==> config.mk <==
export PLATFORM = sky130hd
export DESIGN_NAME = pss_search_ctrl_flat
export DESIGN_NICKNAME = d
export VERILOG_FILES = /design/src/rtl/pss_search_ctrl_if.sv /design/src/rtl/pss_search_ctrl.sv /design/src/flat_wrapper.sv
export SDC_FILE = /design/constraint.sdc
export NUM_CORES = 1
export LEC_CHECK = 0
export CORE_ASPECT_RATIO = 2
export CORE_MARGIN = 4
export CORE_UTILIZATION = 45
export DETAILED_ROUTE_END_ITERATION = 10
export PLACE_DENSITY = 0.74
export SLEW_MARGIN = 20
export SYNTH_ARGS = -nofsm -noshare
export SYNTH_HDL_FRONTEND = slang
export SYNTH_SLANG_ARGS = --single-unit
export TNS_END_PERCENT = 1
==> constraint.sdc <==
create_clock -name clk_i -period 7.57 [get_ports clk_i]
set_clock_uncertainty 0.1 [all_clocks]
set_input_delay 0.757 -clock clk_i [delete_from_list [all_inputs] [get_ports clk_i]]
set_output_delay 0.757 -clock clk_i [all_outputs]
set_load 0.01 [all_outputs]
==> src/rtl/pss_search_ctrl_if.sv <==
// Bundle of the signals between the PSS search controller, the PSS detector
// and the sample stream. The master side is the controller itself.
interface pss_search_ctrl_if #(
  parameter int MAX_MISSES = 3
);
  localparam int MISS_W = $clog2(MAX_MISSES + 1);

  logic              enable_i;
  logic              s_axis_in_tvalid;
  logic [1:0]        N_id_2_i;
  logic              N_id_2_valid_i;
  logic [1:0]        mode_o;
  logic [1:0]        requested_N_id_2_o;
  logic              locked_o;
  logic [1:0]        N_id_2_o;
  logic              peak_o;
  logic [MISS_W-1:0] miss_cnt_o;
  logic [1:0]        state_o;

  modport master (
    input  enable_i, s_axis_in_tvalid, N_id_2_i, N_id_2_valid_i,
    output mode_o, requested_N_id_2_o, locked_o, N_id_2_o, peak_o,
           miss_cnt_o, state_o
  );

  modport slave (
    output enable_i, s_axis_in_tvalid, N_id_2_i, N_id_2_valid_i,
    input  mode_o, requested_N_id_2_o, locked_o, N_id_2_o, peak_o,
           miss_cnt_o, state_o
  );
endinterface

==> src/rtl/pss_search_ctrl.sv <==
// PSS search controller: full search until a peak is found, then sleeps the
// detector until the next expected SSB, opens a window around it and tracks
// the locked N_id_2. Consecutive empty windows drop lock back to full search.
module pss_search_ctrl #(
  parameter int SSB_PERIOD  = 76800,
  parameter int WINDOW_HALF = 64,
  parameter int MAX_MISSES  = 3,
  parameter int CNT_DW      = 20
) (
  input logic              clk_i,
  input logic              reset_ni,
  pss_search_ctrl_if.master bus
);
  localparam int MISS_W = $clog2(MAX_MISSES + 1);

  typedef enum logic [1:0] {
    ST_IDLE   = 2'd0,
    ST_SEARCH = 2'd1,
    ST_WAIT   = 2'd2,
    ST_WINDOW = 2'd3
  } state_t;

  localparam logic [1:0] MODE_ALL = 2'd0;
  localparam logic [1:0] MODE_ONE = 2'd1;
  localparam logic [1:0] MODE_OFF = 2'd2;

  localparam logic [CNT_DW-1:0] WIN_OPEN   = CNT_DW'(SSB_PERIOD - WINDOW_HALF);
  localparam logic [CNT_DW-1:0] WIN_CLOSE  = CNT_DW'(SSB_PERIOD + WINDOW_HALF);
  // After a miss the counter is placed where it would be had the peak sat
  // exactly on the nominal grid, so the next window stays centred.
  localparam logic [CNT_DW-1:0] REALIGN    = CNT_DW'(WINDOW_HALF);
  localparam logic [MISS_W-1:0] MISS_LIMIT = MISS_W'(MAX_MISSES);

  // Detector mode implied by each controller state.
  function automatic logic [1:0] mode_for(input state_t st);
    logic [1:0] m;
    case (st)
      ST_IDLE:   m = MODE_OFF;
      ST_SEARCH: m = MODE_ALL;
      ST_WAIT:   m = MODE_OFF;
      ST_WINDOW: m = MODE_ONE;
      default:   m = MODE_OFF;
    endcase
    return m;
  endfunction

  state_t            state_r, state_s;
  logic [CNT_DW-1:0] cnt_r, cnt_s, cnt_inc_s;
  logic [MISS_W-1:0] miss_r, miss_s, miss_inc_s;
  logic [1:0]        id_r, id_s;
  logic [1:0]        mode_r;
  logic              locked_r;
  logic              peak_r, peak_s;
  logic              match_s;

  assign cnt_inc_s  = cnt_r + CNT_DW'(1);
  assign miss_inc_s = miss_r + MISS_W'(1);
  assign match_s    = bus.N_id_2_valid_i && (bus.N_id_2_i == id_r);

  // Next-state, counter, miss and lock-id decisions for the coming cycle.
  always_comb begin
    state_s = state_r;
    cnt_s   = cnt_r;
    miss_s  = miss_r;
    id_s    = id_r;
    peak_s  = 1'b0;
    if (!bus.enable_i) begin
      state_s = ST_IDLE;
      miss_s  = '0;
    end else begin
      case (state_r)
        ST_IDLE: begin
          state_s = ST_SEARCH;
        end
        ST_SEARCH: begin
          if (bus.N_id_2_valid_i) begin
            id_s    = bus.N_id_2_i;
            cnt_s   = '0;
            miss_s  = '0;
            peak_s  = 1'b1;
            state_s = ST_WAIT;
          end else begin
            state_s = ST_SEARCH;
          end
        end
        ST_WAIT: begin
          if (bus.s_axis_in_tvalid) begin
            cnt_s = cnt_inc_s;
            if (cnt_inc_s == WIN_OPEN) begin
              state_s = ST_WINDOW;
            end else begin
              state_s = ST_WAIT;
            end
          end else begin
            state_s = ST_WAIT;
          end
        end
        ST_WINDOW: begin
          // A matching peak wins over both the strobe and the window close.
          if (match_s) begin
            cnt_s   = '0;
            miss_s  = '0;
            peak_s  = 1'b1;
            state_s = ST_WAIT;
          end else if (bus.s_axis_in_tvalid) begin
            if (cnt_inc_s == WIN_CLOSE) begin
              cnt_s = REALIGN;
              if (miss_inc_s == MISS_LIMIT) begin
                miss_s  = '0;
                state_s = ST_SEARCH;
              end else begin
                miss_s  = miss_inc_s;
                state_s = ST_WAIT;
              end
            end else begin
              cnt_s   = cnt_inc_s;
              state_s = ST_WINDOW;
            end
          end else begin
            state_s = ST_WINDOW;
          end
        end
        default: begin
          state_s = ST_IDLE;
        end
      endcase
    end
  end

  // State and output registers; all outputs follow the decision one cycle later.
  always_ff @(posedge clk_i or negedge reset_ni) begin
    if (!reset_ni) begin
      state_r  <= ST_IDLE;
      cnt_r    <= '0;
      miss_r   <= '0;
      id_r     <= 2'd0;
      mode_r   <= MODE_OFF;
      locked_r <= 1'b0;
      peak_r   <= 1'b0;
    end else begin
      state_r  <= state_s;
      cnt_r    <= cnt_s;
      miss_r   <= miss_s;
      id_r     <= id_s;
      mode_r   <= mode_for(state_s);
      locked_r <= (state_s == ST_WAIT) || (state_s == ST_WINDOW);
      peak_r   <= peak_s;
    end
  end

  assign bus.state_o            = state_r;
  assign bus.mode_o             = mode_r;
  assign bus.requested_N_id_2_o = id_r;
  assign bus.N_id_2_o           = id_r;
  assign bus.locked_o           = locked_r;
  assign bus.peak_o             = peak_r;
  assign bus.miss_cnt_o         = miss_r;
endmodule

==> src/flat_wrapper.sv <==
// flat-port wrapper written by rule: the top's interface ports become plain ports
module pss_search_ctrl_flat 
#(
  parameter int SSB_PERIOD  = 76800,
  parameter int WINDOW_HALF = 64,
  parameter int MAX_MISSES  = 3,
  parameter int CNT_DW      = 20
)
  (clk_i, reset_ni, bus_enable_i, bus_s_axis_in_tvalid, bus_N_id_2_i, bus_N_id_2_valid_i, bus_mode_o, bus_requested_N_id_2_o, bus_locked_o, bus_N_id_2_o, bus_peak_o, bus_miss_cnt_o, bus_state_o);
  pss_search_ctrl_if #(.MAX_MISSES(MAX_MISSES)) bus_i ();
  input logic clk_i;
  input logic reset_ni;
  input wire logic [$bits(bus_i.enable_i)-1:0] bus_enable_i;
  input wire logic [$bits(bus_i.s_axis_in_tvalid)-1:0] bus_s_axis_in_tvalid;
  input wire logic [$bits(bus_i.N_id_2_i)-1:0] bus_N_id_2_i;
  input wire logic [$bits(bus_i.N_id_2_valid_i)-1:0] bus_N_id_2_valid_i;
  output wire logic [$bits(bus_i.mode_o)-1:0] bus_mode_o;
  output wire logic [$bits(bus_i.requested_N_id_2_o)-1:0] bus_requested_N_id_2_o;
  output wire logic [$bits(bus_i.locked_o)-1:0] bus_locked_o;
  output wire logic [$bits(bus_i.N_id_2_o)-1:0] bus_N_id_2_o;
  output wire logic [$bits(bus_i.peak_o)-1:0] bus_peak_o;
  output wire logic [$bits(bus_i.miss_cnt_o)-1:0] bus_miss_cnt_o;
  output wire logic [$bits(bus_i.state_o)-1:0] bus_state_o;
  assign bus_i.enable_i = bus_enable_i;
  assign bus_i.s_axis_in_tvalid = bus_s_axis_in_tvalid;
  assign bus_i.N_id_2_i = bus_N_id_2_i;
  assign bus_i.N_id_2_valid_i = bus_N_id_2_valid_i;
  assign bus_mode_o = bus_i.mode_o;
  assign bus_requested_N_id_2_o = bus_i.requested_N_id_2_o;
  assign bus_locked_o = bus_i.locked_o;
  assign bus_N_id_2_o = bus_i.N_id_2_o;
  assign bus_peak_o = bus_i.peak_o;
  assign bus_miss_cnt_o = bus_i.miss_cnt_o;
  assign bus_state_o = bus_i.state_o;
  pss_search_ctrl #(.SSB_PERIOD(SSB_PERIOD), .WINDOW_HALF(WINDOW_HALF), .MAX_MISSES(MAX_MISSES), .CNT_DW(CNT_DW)) u_core (.clk_i(clk_i), .reset_ni(reset_ni), .bus(bus_i));
endmodule
## Word level (Yosys, flattened, before mapping)

Cells that the tools add are included.

| word-level totals | value |
|---|---|
| register bits | 30 |
| input port bits | 7 |
| logic and storage cells | 62 |

| cells by class | value |
|---|---|
| $add $sub $neg | 2 |
| eq/ne operators | 17 |
| mux-type cells | 27 |
| reduce and logical (&&, ||, !) cells | 9 |

Operators by type and width:

| cell | count |
|---|---|
| 2-to-1 mux 20 bit | 5 |
| one-hot mux 20 bit (3 select lines) | 1 |
| equality test 20 x 17 -> 1 bit (second input constant) | 2 |
| 2-to-1 mux 2 bit | 12 |
| adder 20 x 1 -> 20 bit (second input constant) | 1 |
| equality test 2 bit (second input constant) | 5 |
| one-hot mux 2 bit (4 select lines) | 1 |
| one-hot mux 2 bit (3 select lines) | 1 |
| 2-to-1 mux 1 bit | 5 |
| AND reduction 5 bit | 1 |
| equality test 2 x 1 -> 1 bit (second input constant) | 2 |
| zero test 2 bit | 2 |
| != test 2 bit (second input constant) | 2 |
| != test 4 x 2 -> 1 bit (second input constant) | 1 |
| != test 4 x 3 -> 1 bit (second input constant) | 1 |
| one-hot mux 2 bit (2 select lines) | 1 |
| AND reduction 4 bit | 1 |
| != test 3 x 1 -> 1 bit (second input constant) | 1 |
| != test 3 x 2 -> 1 bit (second input constant) | 1 |
| != test 3 bit (second input constant) | 1 |
| AND reduction 3 bit | 1 |
| nonzero test 3 bit | 1 |
| adder 2 x 1 -> 2 bit (second input constant) | 1 |
| equality test 2 bit | 1 |
| 4 further kinds | 4 |

## Logic depth before layout (Yosys ltp)

| logic depth | value |
|---|---|
| depth in word-level cells | 11 |
| gate-level depth with buffers | 11 |
| depth with buffers taken out | 9 |

## Worst setup path before layout

No wires, ideal clock.

| timing path | value |
|---|---|
| kind | register to register |
| from | register u_core.cnt_r[0] |
| to | register u_core.cnt_r[1] |
| setup time | 0.121 ns |
| arrival time | 2.468 ns |
| data required time | 7.349 ns |
| setup slack | 4.881 ns |
| cell stages (with the launch flop) | 11 |
| buffers on the path | 2 |
| period minus slack after synthesis | 2.689 ns |
| cells stage by stage | dfrtp_1 ha_1 nand3_1 or4_4 mux2i_1 nand4b_1 a211oi_2 a31oi_2 buf_6 buf_6 a22o_1 |

| on the way | value |
|---|---|
| longest elaborated chain between the ends | 6 |
| elaborated cells on any way between the ends | 7 |

RTL lines:

| what | RTL line | source |
|---|---|---|
| start, declared | pss_search_ctrl.sv:48 | `logic [CNT_DW-1:0] cnt_r, cnt_s, cnt_inc_s;` |
| start signal, assigned | pss_search_ctrl.sv:142 | `cnt_r <= cnt_s;` |
| adder 20 x 1 -> 20 bit * | pss_search_ctrl.sv:56 | `assign cnt_inc_s = cnt_r + CNT_DW'(1);` |
| equality test 20 x 17 -> 1 bit | pss_search_ctrl.sv:106 | `if (cnt_inc_s == WIN_CLOSE) begin` |
| 2-to-1 mux 20 bit | pss_search_ctrl.sv:106 |  |
| 2-to-1 mux 20 bit | pss_search_ctrl.sv:105 | `end else if (bus.s_axis_in_tvalid) begin` |
| 2-to-1 mux 20 bit | pss_search_ctrl.sv:100 | `if (match_s) begin` |
| one-hot mux 20 bit (3 select lines) * | pss_search_ctrl.sv:71 | `case (state_r)` |

Every way passes the cells marked *; elsewhere a longest branch is shown, timed or not. The select of a mux whose other input is x is not followed.
A chain may end at the register's enable or synchronous reset.

## Final worst setup path

| timing path | value |
|---|---|
| from | register u_core.cnt_r[0] |
| to | register u_core.cnt_r[8] |

Same word-level chain as after synthesis.

==> results.sh <==
export IMPL_fin_nets=234
export IMPL_finalCritPeriodShare=0.4331
export IMPL_drc=0
export IMPL_critPathLaunchType="flop"
export IMPL_diodes=0
export IMPL_clock_root_buffer="clkbuf_8"
export IMPL_cpPeakStageDelay_ns=0.82
export IMPL_setup_viol=0
export IMPL_grt_overflow=0
export IMPL_ioPinCount=19
export IMPL_finalSetupTns_ns=0
export IMPL_worst_pin_slew_ns=0.9757
export IMPL_drt_initial_drc_count=53
export IMPL_viasPerCell=6.197
export IMPL_num_rows=33
export IMPL_critPathKind="flop to flop"
export IMPL_crit_chain="ha_1 -> nand3_1 -> or2_2 -> o311a_1 -> mux2i_1 -> a211oi_2 -> a31oi_2 -> nand2_1 -> a31oi_1"
export IMPL_finalMaxSlewViolations=0
export IMPL_crit_cells=9
export IMPL_place_hpwl_um=3491
export IMPL_critical_path_slowest_cell="a31oi_2"
export IMPL_synth_flop_cell="dfrtp_1"
export IMPL_clock_sinks=30
export IMPL_track_usage=0.2056
export IMPL_min_from="u_core.cnt_r[18]"
export IMPL_synth_xor_area_share=0.04104
export IMPL_cp_startpoint="u_core.cnt_r[0]"
export IMPL_drive_gt1_frac=0.08811
export IMPL_worst_path_max_fanout=21
export IMPL_grt_pass1_vias=1764
export IMPL_synthSimpleGateAreaFrac=0.2834
export IMPL_hold_class="flop to flop"
export IMPL_antenna_found_initial=0
export IMPL_io_buffers=18
export IMPL_grt_pass1_wl_um=8121
export IMPL_gp_congestion=0.8949
export IMPL_grt_max_degree=31
export IMPL_synth_seq_cells=30
export IMPL_ctsResizeCount=0
export IMPL_holdWs_ns=0.4519
export IMPL_antenna_left=0
export IMPL_placed_cell_area_um2=2076
export IMPL_reg2reg_to="u_core.cnt_r[8]"
export IMPL_cp_buffers_inverters=0
export IMPL_ctsHoldBuffers=0
export IMPL_critPathTopFamily="compound AO/OA/AOI/OAI gates"
export IMPL_ff2ff_setup_slack_ns=4.29
export IMPL_synth_cells=217
export IMPL_rsz0062_at_grt="false"
export IMPL_yosys_area_top_type_share=0.3779
export IMPL_holdPathEnd="u_core.cnt_r[18]"
export IMPL_die_height_um=100.4
export IMPL_cp_end_kind="flop"
export IMPL_ys_warn_count=0
export IMPL_core_um2=4129
export IMPL_wl_per_cell_um=17.20
export IMPL_die_x_um=54.20
export IMPL_arrival_ns=3.38
export IMPL_power_uw=370.9
export IMPL_worstSkewPairLatency_ns=0.29
export IMPL_cts_path_max_buffers=2
export IMPL_hold_path_depth=1
export IMPL_p_per_area_nw_per_um2=171.1
export IMPL_synthTopCellsByArea="dfrtp_1, a31oi_1, nand4_1"
export IMPL_synthToLayoutAreaGrowth_pct=12.83
export IMPL_finalHoldViolations=0
export IMPL_slew_limit_headroom=0.3475
export IMPL_cts_htree_levels=2
export IMPL_syn_nets=225
export IMPL_cts_buffers=5
export IMPL_cts_setup_buffers=0
export IMPL_fmax_ghz=0.3050
export IMPL_die_area_um2=5441
export IMPL_synthMuxAreaShare=0.03844
export IMPL_yosysTopAreaCell="dfrtp_1"
export IMPL_fin_area_um2=2167
export IMPL_peakVddDrop_mv=0.1429
export IMPL_period_needed_ns=3.279
export IMPL_synth_fa_ha_area_frac=0.006515
export IMPL_vias=1729
export IMPL_start_util=0.4652
export IMPL_async_flop_share=1.000
export IMPL_synth_distinct_cells=46
export IMPL_cap_violations=0
export IMPL_clk_pin_slew_worst_paths_ns=0.07
export IMPL_synth_compound_area_frac=0.1824
export IMPL_required_ns=7.67
export IMPL_synth_edf_count=0
export IMPL_syn_area_um2=1921
export IMPL_tritoncts="built"
export IMPL_wl_um=4798
export IMPL_r2r_start="u_core.cnt_r[0]"
export IMPL_synth_seq_area_share=0.3915
export IMPL_p_leak_nw=0.8435
export IMPL_status="finished, final reports clean"
export IMPL_synth_top_family_by_area="simple AND/OR/NAND/NOR gates"
export IMPL_avgSynthCellArea_um2=8.851
export IMPL_rr_worst_depth=9
export IMPL_drtPass1Iterations=4
## cells by family after synthesis
logic type / count (synthesis)
compound gates: 54
xor+xnor: 9
fa+ha+maj: 1
buf+inv: 20
flops: 30
mux: 7
simple gates: 96
## per-stage QoR
step,util,instances,worst slack (ns)
floorplan,-,217,4.881
global placement,0.5027,271,4.298
detailed placement,0.5027,271,4.235
CTS,0.5248,279,4.294
global route,0.5248,279,4.005
finish,0.5248,279,4.292
## power by group
group          internal, mW  total (mW)  switching, mW
Clock                0.0732       0.134         0.0608
Combinational        0.0314      0.0574         0.0260
Sequential            0.169       0.180         0.0107
## per-layer routing
layer | vias to the layer above | GRT usage | part of all wire
met5 | - | 0 | 0
met1 | 847 | 0.2054 | 0.36
met2 | 50 | 0.3564 | 0.57
li1 | 819 | - | -
met3 | 13 | 0.03715 | 0.035
met4 | 0 | 0.1459 | 0.029
## layout by cell type (no fill, tap or decap), drive strengths merged, types with 7 or more instances in the layout
cell / instances
a21oi: 10
a31oi: 17
nand2b: 8
nand3: 14
nand4: 11
xnor2: 7
o21ai: 13
dfrtp: 29
and3: 7
nand2: 17
clkdlybuf4s50: 18
nor2: 10
clkbuf: 7
## layout make-up
type                       instances  area (um2)
clock buffer                       7       86.33
multi-input combinational        167        1060
fill                             410        1962
clock inverter                     1       5.005
tap                               52       65.06
timing repair buffer              19       187.7
inverter                           3       11.26
sequential                        30       752.0
## state kept, by name, summed over array words and instances (netlist names)
name                   flops
u_core.bus.N_id_2_o        2
u_core.bus.miss_cnt_o      2
u_core.bus.peak_o          1
u_core.bus.locked_o        1
u_core.bus.mode_o          2
u_core.bus.state_o         2
u_core.cnt_r              20
## synth_stat cells (all sizes together) (6+ instances only)
cell type	instances
nand2	17
dfrtp	29
nand4	11
o21ai	13
nand3	14
nor2	10
buf	11
xnor2	7
clkbuf	6
and3	7
nor3	6
a21oi	10
a31oi	17
nand2b	8
## worst max path at each step
stage                      end  slack [ns]
2_1_floorplan  u_core.cnt_r[1]        4.88
3_3_place_gp   u_core.cnt_r[8]        4.30
3_5_place_dp   u_core.cnt_r[8]        4.23
4_1_cts        u_core.cnt_r[8]        4.29
5_1_grt        u_core.cnt_r[9]        4.00
6_report       u_core.cnt_r[8]        4.29
(Power assumes the default switching activity.)
